$ cat src/rtl/led_mode_mux.sv
// rtl/led_mode_mux.sv - debounced mode-key cycling mux from LED pattern drivers onto the LED pins
// Blanking on mode change is built only when LED_MUX_BLANK_EN is defined.
module led_mode_mux #(
    parameter int NUM_MODES       = 4,
    parameter int DEBOUNCE_CYCLES = 1000,
    parameter int BLANK_CYCLES    = 256,
    parameter int MODE_W          = $clog2(NUM_MODES)
) (
    input  logic                   clk,
    input  logic                   rst,
    input  logic                   key_in,
    input  logic [NUM_MODES*8-1:0] mode_led_in,
    output logic [7:0]             led_out,
    output logic [MODE_W-1:0]      mode,
    output logic                   mode_changed,
    output logic                   busy
);

    localparam int DCNT_W = $clog2(DEBOUNCE_CYCLES);
    localparam logic [DCNT_W-1:0] DCNT_LAST = DCNT_W'(DEBOUNCE_CYCLES - 1);
    localparam logic [MODE_W-1:0] LAST_MODE = MODE_W'(NUM_MODES - 1);

    if (NUM_MODES < 2 || NUM_MODES > 8) begin : g_bad_num_modes
        $error("led_mode_mux: NUM_MODES must be 2..8");
    end
    if (DEBOUNCE_CYCLES < 2) begin : g_bad_debounce
        $error("led_mode_mux: DEBOUNCE_CYCLES must be at least 2");
    end
    if (BLANK_CYCLES < 1) begin : g_bad_blank
        $error("led_mode_mux: BLANK_CYCLES must be at least 1");
    end

    logic              key_s1;
    logic              key_s2;
    logic              key_stable;
    logic [DCNT_W-1:0] dcnt;
    logic              rise;
    logic [7:0]        sel_led;
    logic [MODE_W-1:0] mode_adv;

    always_ff @(posedge clk or posedge rst) begin
        if (rst) begin
            key_s1 <= 1'b0;
            key_s2 <= 1'b0;
        end else begin
            key_s1 <= key_in;
            key_s2 <= key_s1;
        end
    end

    // Any cycle where the synchronized key agrees with the stable value restarts the window.
    always_ff @(posedge clk or posedge rst) begin
        if (rst) begin
            key_stable <= 1'b0;
            dcnt       <= '0;
        end else if (key_s2 == key_stable) begin
            dcnt <= '0;
        end else if (dcnt == DCNT_LAST) begin
            key_stable <= key_s2;
            dcnt       <= '0;
        end else begin
            dcnt <= dcnt + 1'b1;
        end
    end

    // Press is the edge on which key_stable flips 0->1, so mode moves on that same edge.
    assign rise = key_s2 && !key_stable && (dcnt == DCNT_LAST);

    always_comb begin
        sel_led = '0;
        for (int i = 0; i < NUM_MODES; i++) begin
            if (mode == MODE_W'(i)) begin
                sel_led = mode_led_in[i*8 +: 8];
            end
        end
    end

    assign mode_adv = (mode == LAST_MODE) ? '0 : mode + MODE_W'(1);

`ifdef LED_MUX_BLANK_EN
    localparam int BCNT_W = (BLANK_CYCLES > 1) ? $clog2(BLANK_CYCLES) : 1;
    localparam logic [BCNT_W-1:0] BCNT_LAST = BCNT_W'(BLANK_CYCLES - 1);

    typedef enum logic {
        RUN,
        BLANK
    } state_t;

    state_t            state;
    state_t            state_nx;
    logic [BCNT_W-1:0] bcnt;
    logic [BCNT_W-1:0] bcnt_nx;
    logic [7:0]        led_nx;
    logic [MODE_W-1:0] mode_nx;
    logic              mc_nx;
    logic              busy_nx;

    always_ff @(posedge clk or posedge rst) begin
        if (rst) begin
            state        <= RUN;
            bcnt         <= '0;
            led_out      <= '0;
            mode         <= '0;
            mode_changed <= 1'b0;
            busy         <= 1'b0;
        end else begin
            state        <= state_nx;
            bcnt         <= bcnt_nx;
            led_out      <= led_nx;
            mode         <= mode_nx;
            mode_changed <= mc_nx;
            busy         <= busy_nx;
        end
    end

    // Presses landing in BLANK are dropped; only the debouncer sees them.
    always_comb begin
        state_nx = state;
        bcnt_nx  = bcnt;
        led_nx   = sel_led;
        mode_nx  = mode;
        mc_nx    = 1'b0;
        busy_nx  = 1'b0;
        case (state)
            RUN: begin
                if (rise) begin
                    state_nx = BLANK;
                    bcnt_nx  = '0;
                    led_nx   = '0;
                    mode_nx  = mode_adv;
                    mc_nx    = 1'b1;
                    busy_nx  = 1'b1;
                end
            end
            BLANK: begin
                led_nx  = '0;
                busy_nx = 1'b1;
                if (bcnt == BCNT_LAST) begin
                    state_nx = RUN;
                    bcnt_nx  = '0;
                    busy_nx  = 1'b0;
                end else begin
                    bcnt_nx = bcnt + 1'b1;
                end
            end
            default: begin
                state_nx = RUN;
                bcnt_nx  = '0;
            end
        endcase
    end
`else
    // Without blanking the old pattern is still driven on the press edge, the new one from the next.
    always_ff @(posedge clk or posedge rst) begin
        if (rst) begin
            led_out      <= '0;
            mode         <= '0;
            mode_changed <= 1'b0;
        end else begin
            led_out      <= sel_led;
            mode_changed <= rise;
            if (rise) begin
                mode <= mode_adv;
            end
        end
    end

    assign busy = 1'b0;
`endif

endmodule
$ cat config.mk
export PLATFORM = sky130hd
export DESIGN_NAME = led_mode_mux
export DESIGN_NICKNAME = d
export VERILOG_FILES = /design/src/rtl/led_mode_mux.sv
export SDC_FILE = /design/constraint.sdc
export NUM_CORES = 1
export LEC_CHECK = 0
export CAP_MARGIN = 30
export CORE_UTILIZATION = 39
export DETAILED_ROUTE_END_ITERATION = 12
export PLACE_DENSITY = 0.78
export SYNTH_ARGS = -nofsm -noshare
export SYNTH_HDL_FRONTEND = slang
export SYNTH_SLANG_ARGS = --single-unit
$ cat constraint.sdc
create_clock -name clk -period 1.5 [get_ports clk]
set_input_delay 0.15 -clock clk [delete_from_list [all_inputs] [get_ports clk]]
set_output_delay 0.15 -clock clk [all_outputs]
set_load 0.02 [all_outputs]
==> flow_summary.json, run 1 <==
{
  "status": "finished, violations left",
  "violations": "setup timing",
  "cp.arrival_ns": 1.71,
  "fin_nets": 214,
  "core_um2": 3053,
  "ys_seq_area_frac": 0.4810,
  "grt_setup_unrepaired": "true",
  "synth.avg_cell_area_um2": 10.41,
  "synth-compound-area-share": 0.1653,
  "synth_fa_ha_area_frac": 0.06012,
  "drc": 0,
  "die_h_um": 58.59,
  "fin_crit_ns": 1.505,
  "root_buffer": "clkbuf_4",
  "num_rows": 20,
  "track_usage": 0.1722,
  "gp_congestion": 0.8018,
  "slowest_stage": "dfrtp_1",
  "slowest_delay_ns": 0.40,
  "drive_gt1_frac": 0.1744,
  "io_pins": 47,
  "synthXorXnorAreaFrac": 0.02104,
  "place_ws_ns": 0.01992,
  "final_common_cell": "clkdlybuf4s50_1",
  "cts.sinks": 24,
  "antenna_left": 0,
  "dp_hpwl_mm": 2.190,
  "p_leak_nw": 0.7857,
  "vdd_drop_max_uv": 434.6,
  "ys_warn_count": 0,
  "clockBufferDepth": 2,
  "path_cells": "ha_2, and4bb_2, nand4_1, mux2_2",
  "setup_ws_ns": -0.004517,
  "combPwrFrac": 0.149,
  "grt_first_pass_wirelength_mm": 4.450,
  "cts_buffers": 3,
  "finalClockSkew_ns": 0.006379,
  "power_density_nw_per_um2": 716.8,
  "htreeDepth": 1,
  "diodes": 0,
  "drtPass1Iterations": 4,
  "start_kind": "flop",
  "finalMaxSlewViolations": 0,
  "clockPowerShare": 0.345,
  "netlist_area_um2": 1249,
  "layout_common_cells": "42 x clkdlybuf4s50_1, 21 x dfrtp_1, 9 x nand2_1",
  "grt_pass1_vias": 1071,
  "synth_mux_area_frac": 0.02705,
  "power.total_mw": 1.341,
  "wire_per_inst_um": 12.80,
  "clk_pin_slew_ns": 0.13,
  "gr-total-overflow": 0,
  "p_int_mw": 1.063,
  "synthCells": 120,
  "die_w_um": 58.59,
  "p_seq_frac": 0.506,
  "die-area_um2": 3432,
  "path_class": "flop to flop",
  "setup_violations": 1,
  "synth_top_family_by_area": "simple AND/OR/NAND/NOR gates",
  "synth_fp_nets": 161,
  "grt_start_max_net_pins": 25,
  "grt_antenna_before_repair": 0,
  "wl_mm": 2.764,
  "area_growth_pct": 49.80,
  "worstPathMaxFanout": 3,
  "max_freq_ghz": 0.6647,
  "p_sw_frac": 0.2071,
  "worstPathRequired_ns": 1.71,
  "via_count": 1096,
  "numPortBuffers": 45,
  "synthDistinctLibCells": 31,
  "end_kind": "flop",
  "cts_setup_buffers": 0,
  "cts_tree": "built",
  "ys_ff_latch": 24,
  "detail_route.iter0.violations": 37,
  "insertion_delay_ns": 0.31,
  "p_sw_uw": 277.7,
  "synth_simple_gate_area_frac": 0.2004,
  "finalHoldViolCount": 0,
  "finalCritPeriodShare": 1.003,
  "initial_core_util": 0.4090,
  "cap_violations": 0,
  "holdCritPathClass": "input port to async pin",
  "via_per_inst": 5.074
}
==> final timing paths <==
kind | from | to | slack, ns | cells after the start
worst max register to register | dcnt[0]$_DFF_PP0_ | mode[0]$_DFFE_PP0P_ | -0.005 | 4
min in group clk | key_in | key_s1$_DFF_PP0_ | 0.26 | 1
worst max-delay path | dcnt[0]$_DFF_PP0_ | mode[0]$_DFFE_PP0P_ | -0.005 | 4
worst min-delay path | rst | key_s1$_DFF_PP0_ | 0.16 | 3
max in group asynchronous | rst | mode[1]$_DFFE_PP0P_ | 1.10 | 3
worst min register to register | key_s1$_DFF_PP0_ | key_s2$_DFF_PP0_ | 0.37 | 0
==> Yosys cell counts <==
master / count / area (µm²)
nor4b_1: 1 / 8.760
o21ai_0: 4 / 20.02
buf_1: 1 / 3.750
dfrtp_1: 24 / 600.6
clkbuf_1: 3 / 11.26
and4_2: 1 / 10.01
nand4_1: 2 / 12.51
ha_1: 6 / 75.07
nand3_1: 6 / 30.03
mux2_2: 3 / 33.78
a31o_2: 1 / 8.760
xnor2_1: 1 / 8.760
a221oi_1: 7 / 61.31
or4_4: 1 / 11.26
o221ai_1: 1 / 8.760
xor2_1: 2 / 17.52
nor2b_1: 8 / 50.05
and4bb_2: 1 / 12.51
nand4_4: 1 / 21.27
a21oi_2: 1 / 8.760
o31ai_1: 8 / 60.06
conb_1: 1 / 3.750
nor2_1: 6 / 22.52
buf_4: 1 / 7.510
nand4bb_1: 1 / 11.26
or3_2: 1 / 7.510
or3_1: 3 / 18.77
nand2_1: 9 / 33.78
inv_1: 8 / 30.03
a22o_1: 1 / 8.760
a21oi_1: 6 / 30.03
==> final cells by class <==
class                   count  area, µm²
fillers                   255       1182
multi-input cells          83      618.1
flip-flops and latches     24      604.3
repair buffers             53      510.5
well taps                  44      55.05
clock inverters             1      30.03
inverters                   8      30.03
clock buffers               3      22.52
==> routing by layer <==
metal  global-route usage  share of wire
met5                    0              0
met4              0.03401         0.0036
met1               0.2043           0.42
met2               0.3038           0.49
met3              0.05934          0.088
==> sequential cells by signal, summed over array words and instances (netlist names) <==
signal        cells
dcnt             10
key_s1            1
key_s2            1
key_stable        1
led_out           8
mode              2
mode_changed      1
==> power by group through the flow <==
stage | registers [mW] | logic, mW | clock network, mW
6_report | 0.678 | 0.200 | 0.463
5_1_grt | 0.681 | 0.216 | 0.508
4_1_cts | 0.679 | 0.202 | 0.474
3_5_place_dp | 0.691 | 0.202 | 0
3_3_place_gp | 0.690 | 0.198 | 0
2_1_floorplan | 0.705 | 0.0497 | 0
==> critical path: cells and delay by family (launching register included) <==
| family | cells | cell delay [ns] |
|---|---|---|
| fa+ha+maj | 1 | 0.20 |
| flops | 1 | 0.40 |
| simple gates | 2 | 0.42 |
| mux | 1 | 0.38 |
==> logic make-up (layout without fill, tap and decap cells) <==
logic type,Yosys count,in the layout
AOI/OAI and AO/OA,29,29
xor gates and xnor gates,3,3
adders and majority gates,6,6
buffers and inverters,13,65
DFF,24,24
muxes,3,3
other,1,1
and+or+nand+nor,41,41
==> per-stage QoR <==
stage	hold WS [ns]	util	area [µm²]	cells	TNS, ns
floorplan	0.1645	-	1264	120	0
global placement	0.3320	0.5914	1805	212	0
detailed placement	0.3386	0.5914	1805	212	0
CTS	0.1606	0.6082	1857	216	0
global route	0.1711	0.6127	1871	216	-0.1170
finish	0.1552	0.6127	1871	216	-0.004517
==> repair_timing <==
action                     CTS  global route
setup endpoints to repair    3            13
pin swaps                    0             1
resized for setup            3             4
gates cloned                 0             0
hold endpoints to repair     0             0
hold buffers                 0             0
Note: power is estimated with default switching activity, not from simulation.
==> run 2: changes to the inputs <==
==> constraint.sdc (replaced) <==
create_clock -name clk -period 1.5 [get_ports clk]
set_input_delay 0.3 -clock clk [delete_from_list [all_inputs] [get_ports clk]]
set_output_delay 0.3 -clock clk [all_outputs]
set_load 0.02 [all_outputs]
==> run 2 against run 1 <==
Against the previous run:
- the run now ends clean
- highest routed layer unchanged
- wire length fell by 1.5%
- sequential power barely moved
- global-route usage rose by 0.11 points
- critical path depth fell by 1
- fmax rose by 1.2%
- final cell count rose by 1.4%
- register-to-register slack improved by 0.02 ns
==> flow_summary.json, run 2 (synthesized netlist as in run 1, its figures left out) <==
{
  "area_growth_pct": 50.10,
  "dpl_cell_area_um2": 1813,
  "root_buffer": "clkbuf_4",
  "core_um2": 3053,
  "final_common_cell": "clkdlybuf4s50_1",
  "fillers": 247,
  "wire_per_inst_um": 12.43,
  "start_kind": "flop",
  "slowest_stage": "dfrtp_1",
  "max_freq_ghz": 0.6730,
  "instances_no_fill": 219,
  "grt_pass1_vias": 1069,
  "grt_setup_unrepaired": "true",
  "grt_start_max_net_pins": 25,
  "die-area_um2": 3432,
  "numPortBuffers": 45,
  "setup_ws_ns": 0.01404,
  "p_sw_frac": 0.2101,
  "detail_route.iter0.violations": 19,
  "fin_nets": 217,
  "drive_gt1_frac": 0.1771,
  "via_per_inst": 5.027,
  "initial_core_util": 0.4090,
  "die_h_um": 58.59,
  "dp_hpwl_mm": 2.213,
  "insertion_delay_ns": 0.32,
  "place_inst": 213,
  "finalClockSkew_ns": 0.005214,
  "finalHoldViolCount": 0,
  "utilization": 0.6139,
  "hold_slack_ns": 0.2937,
  "grt_antenna_before_repair": 0,
  "cap_violations": 0,
  "holdCritPathClass": "input port to async pin",
  "path_cells": "nand4bb_1, nor4b_2, mux2_2",
  "io_pins": 47,
  "wl_mm": 2.722,
  "diodes": 0,
  "clockPowerShare": 0.349,
  "finalCritPeriodShare": 0.9906,
  "end_kind": "flop",
  "track_usage": 0.1733,
  "htreeDepth": 1,
  "worstPathMaxFanout": 7,
  "cts.sinks": 24,
  "regMostFlops": "dcnt",
  "slowest_delay_ns": 0.53,
  "drc": 0,
  "p_seq_frac": 0.506,
  "fin_crit_ns": 1.486,
  "layout_common_cells": "34 x clkdlybuf4s50_1, 22 x dfrtp_1, 11 x dlygate4sd2_1, 11 x buf_4, 9 x nand2_1",
  "setup_violations": 0,
  "gp_congestion": 0.7777,
  "grt_first_pass_wirelength_mm": 4.540,
  "cts_tree": "built",
  "largestRegisters": "dcnt: 10 flops, led_out: 8 flops, mode: 2 flops",
  "antenna_left": 0,
  "gr-total-overflow": 0,
  "status": "completed",
  "p_sw_uw": 281.4,
  "clk_pin_slew_ns": 0.13,
  "power_density_nw_per_um2": 714.6,
  "setup_tns_ns": 0,
  "place_ws_ns": 0.02638,
  "fin_area_um2": 1874,
  "path_class": "flop to flop",
  "drtPass1Iterations": 4,
  "num_rows": 20,
  "die_w_um": 58.59,
  "vdd_drop_max_uv": 468.1,
  "power.total_mw": 1.339,
  "combPwrFrac": 0.145,
  "p_int_mw": 1.058,
  "cts_buffers": 3,
  "p_leak_nw": 0.8099,
  "via_count": 1101,
  "largest_reg_flops": 10,
  "cp.arrival_ns": 1.70,
  "clockBufferDepth": 2,
  "worstPathRequired_ns": 1.72,
  "finalMaxSlewViolations": 0
}
==> run 2: cell types whose count changed in the layout (fill, tap and decap cells not counted) <==
cell	delta
a21oi_1	+1
a21oi_2	-1
buf_4	+3
clkdlybuf4s50_1	-8
dfrtp_1	+1
dfrtp_2	-1
dlygate4sd2_1	+9
dlymetal6s2s_1	-1
==> run 2: worst max-delay path: cells and delay by family, from the launching register on <==
kind             cells  cell delay [ns]
flip-flops           1             0.53
AND/OR/NAND/NOR      2             0.48
multiplexers         1             0.37
==> run 2: area by class of cell <==
type	count	area [µm²]	area share
timing repair buffer	56	519.2	0.2770
inverter	8	30.03	0.01602
sequential	24	603.1	0.3218
multi-input combinational	83	614.3	0.3278
clock buffer	3	22.52	0.01202
tap	44	55.05	0.02937
clock inverter	1	30.03	0.01602
==> run 2: path summary, 6_finish.rpt <==
check,start,endpoint,slack (ns),cells after the start
min,rst,mode[1]$_DFFE_PP0P_,0.29,3
max,dcnt[2]$_DFF_PP0_,key_stable$_DFFE_PP0P_,0.01,3
min in group clk,key_s1$_DFF_PP0_,key_s2$_DFF_PP0_,0.38,0
max reg2reg,dcnt[2]$_DFF_PP0_,key_stable$_DFFE_PP0P_,0.01,3
max in group asynchronous,rst,mode[0]$_DFFE_PP0P_,0.96,3
min reg2reg,key_s1$_DFF_PP0_,key_s2$_DFF_PP0_,0.38,0
==> run 2: power groups by stage <==
stage | logic (mW) | registers, mW | clock network [mW]
after floorplan | 0.0497 | 0.705 | 0
after global placement | 0.198 | 0.690 | 0
after detailed placement | 0.201 | 0.691 | 0
after CTS | 0.194 | 0.678 | 0.477
after global routing | 0.212 | 0.680 | 0.500
final | 0.194 | 0.678 | 0.468
==> run 2: repair_timing <==
action	in CTS	in global routing
endpoints found under the setup margin	12	11
pin swaps	0	1
buffers inserted	0	2
hold buffers	0	0
gates resized for setup	12	1
==> run 2: routing by layer <==
| layer | wire, µm | global-route usage | up-vias | share of wire |
|---|---|---|---|---|
| li1 | - | - | 551 | - |
| met1 | 1086 | 0.1949 | 501 | 0.40 |
| met2 | 1391 | 0.3251 | 45 | 0.51 |
| met3 | 210 | 0.04615 | 4 | 0.077 |
| met4 | 34 | 0.04082 | 0 | 0.012 |
| met5 | 0 | 0 | - | 0 |
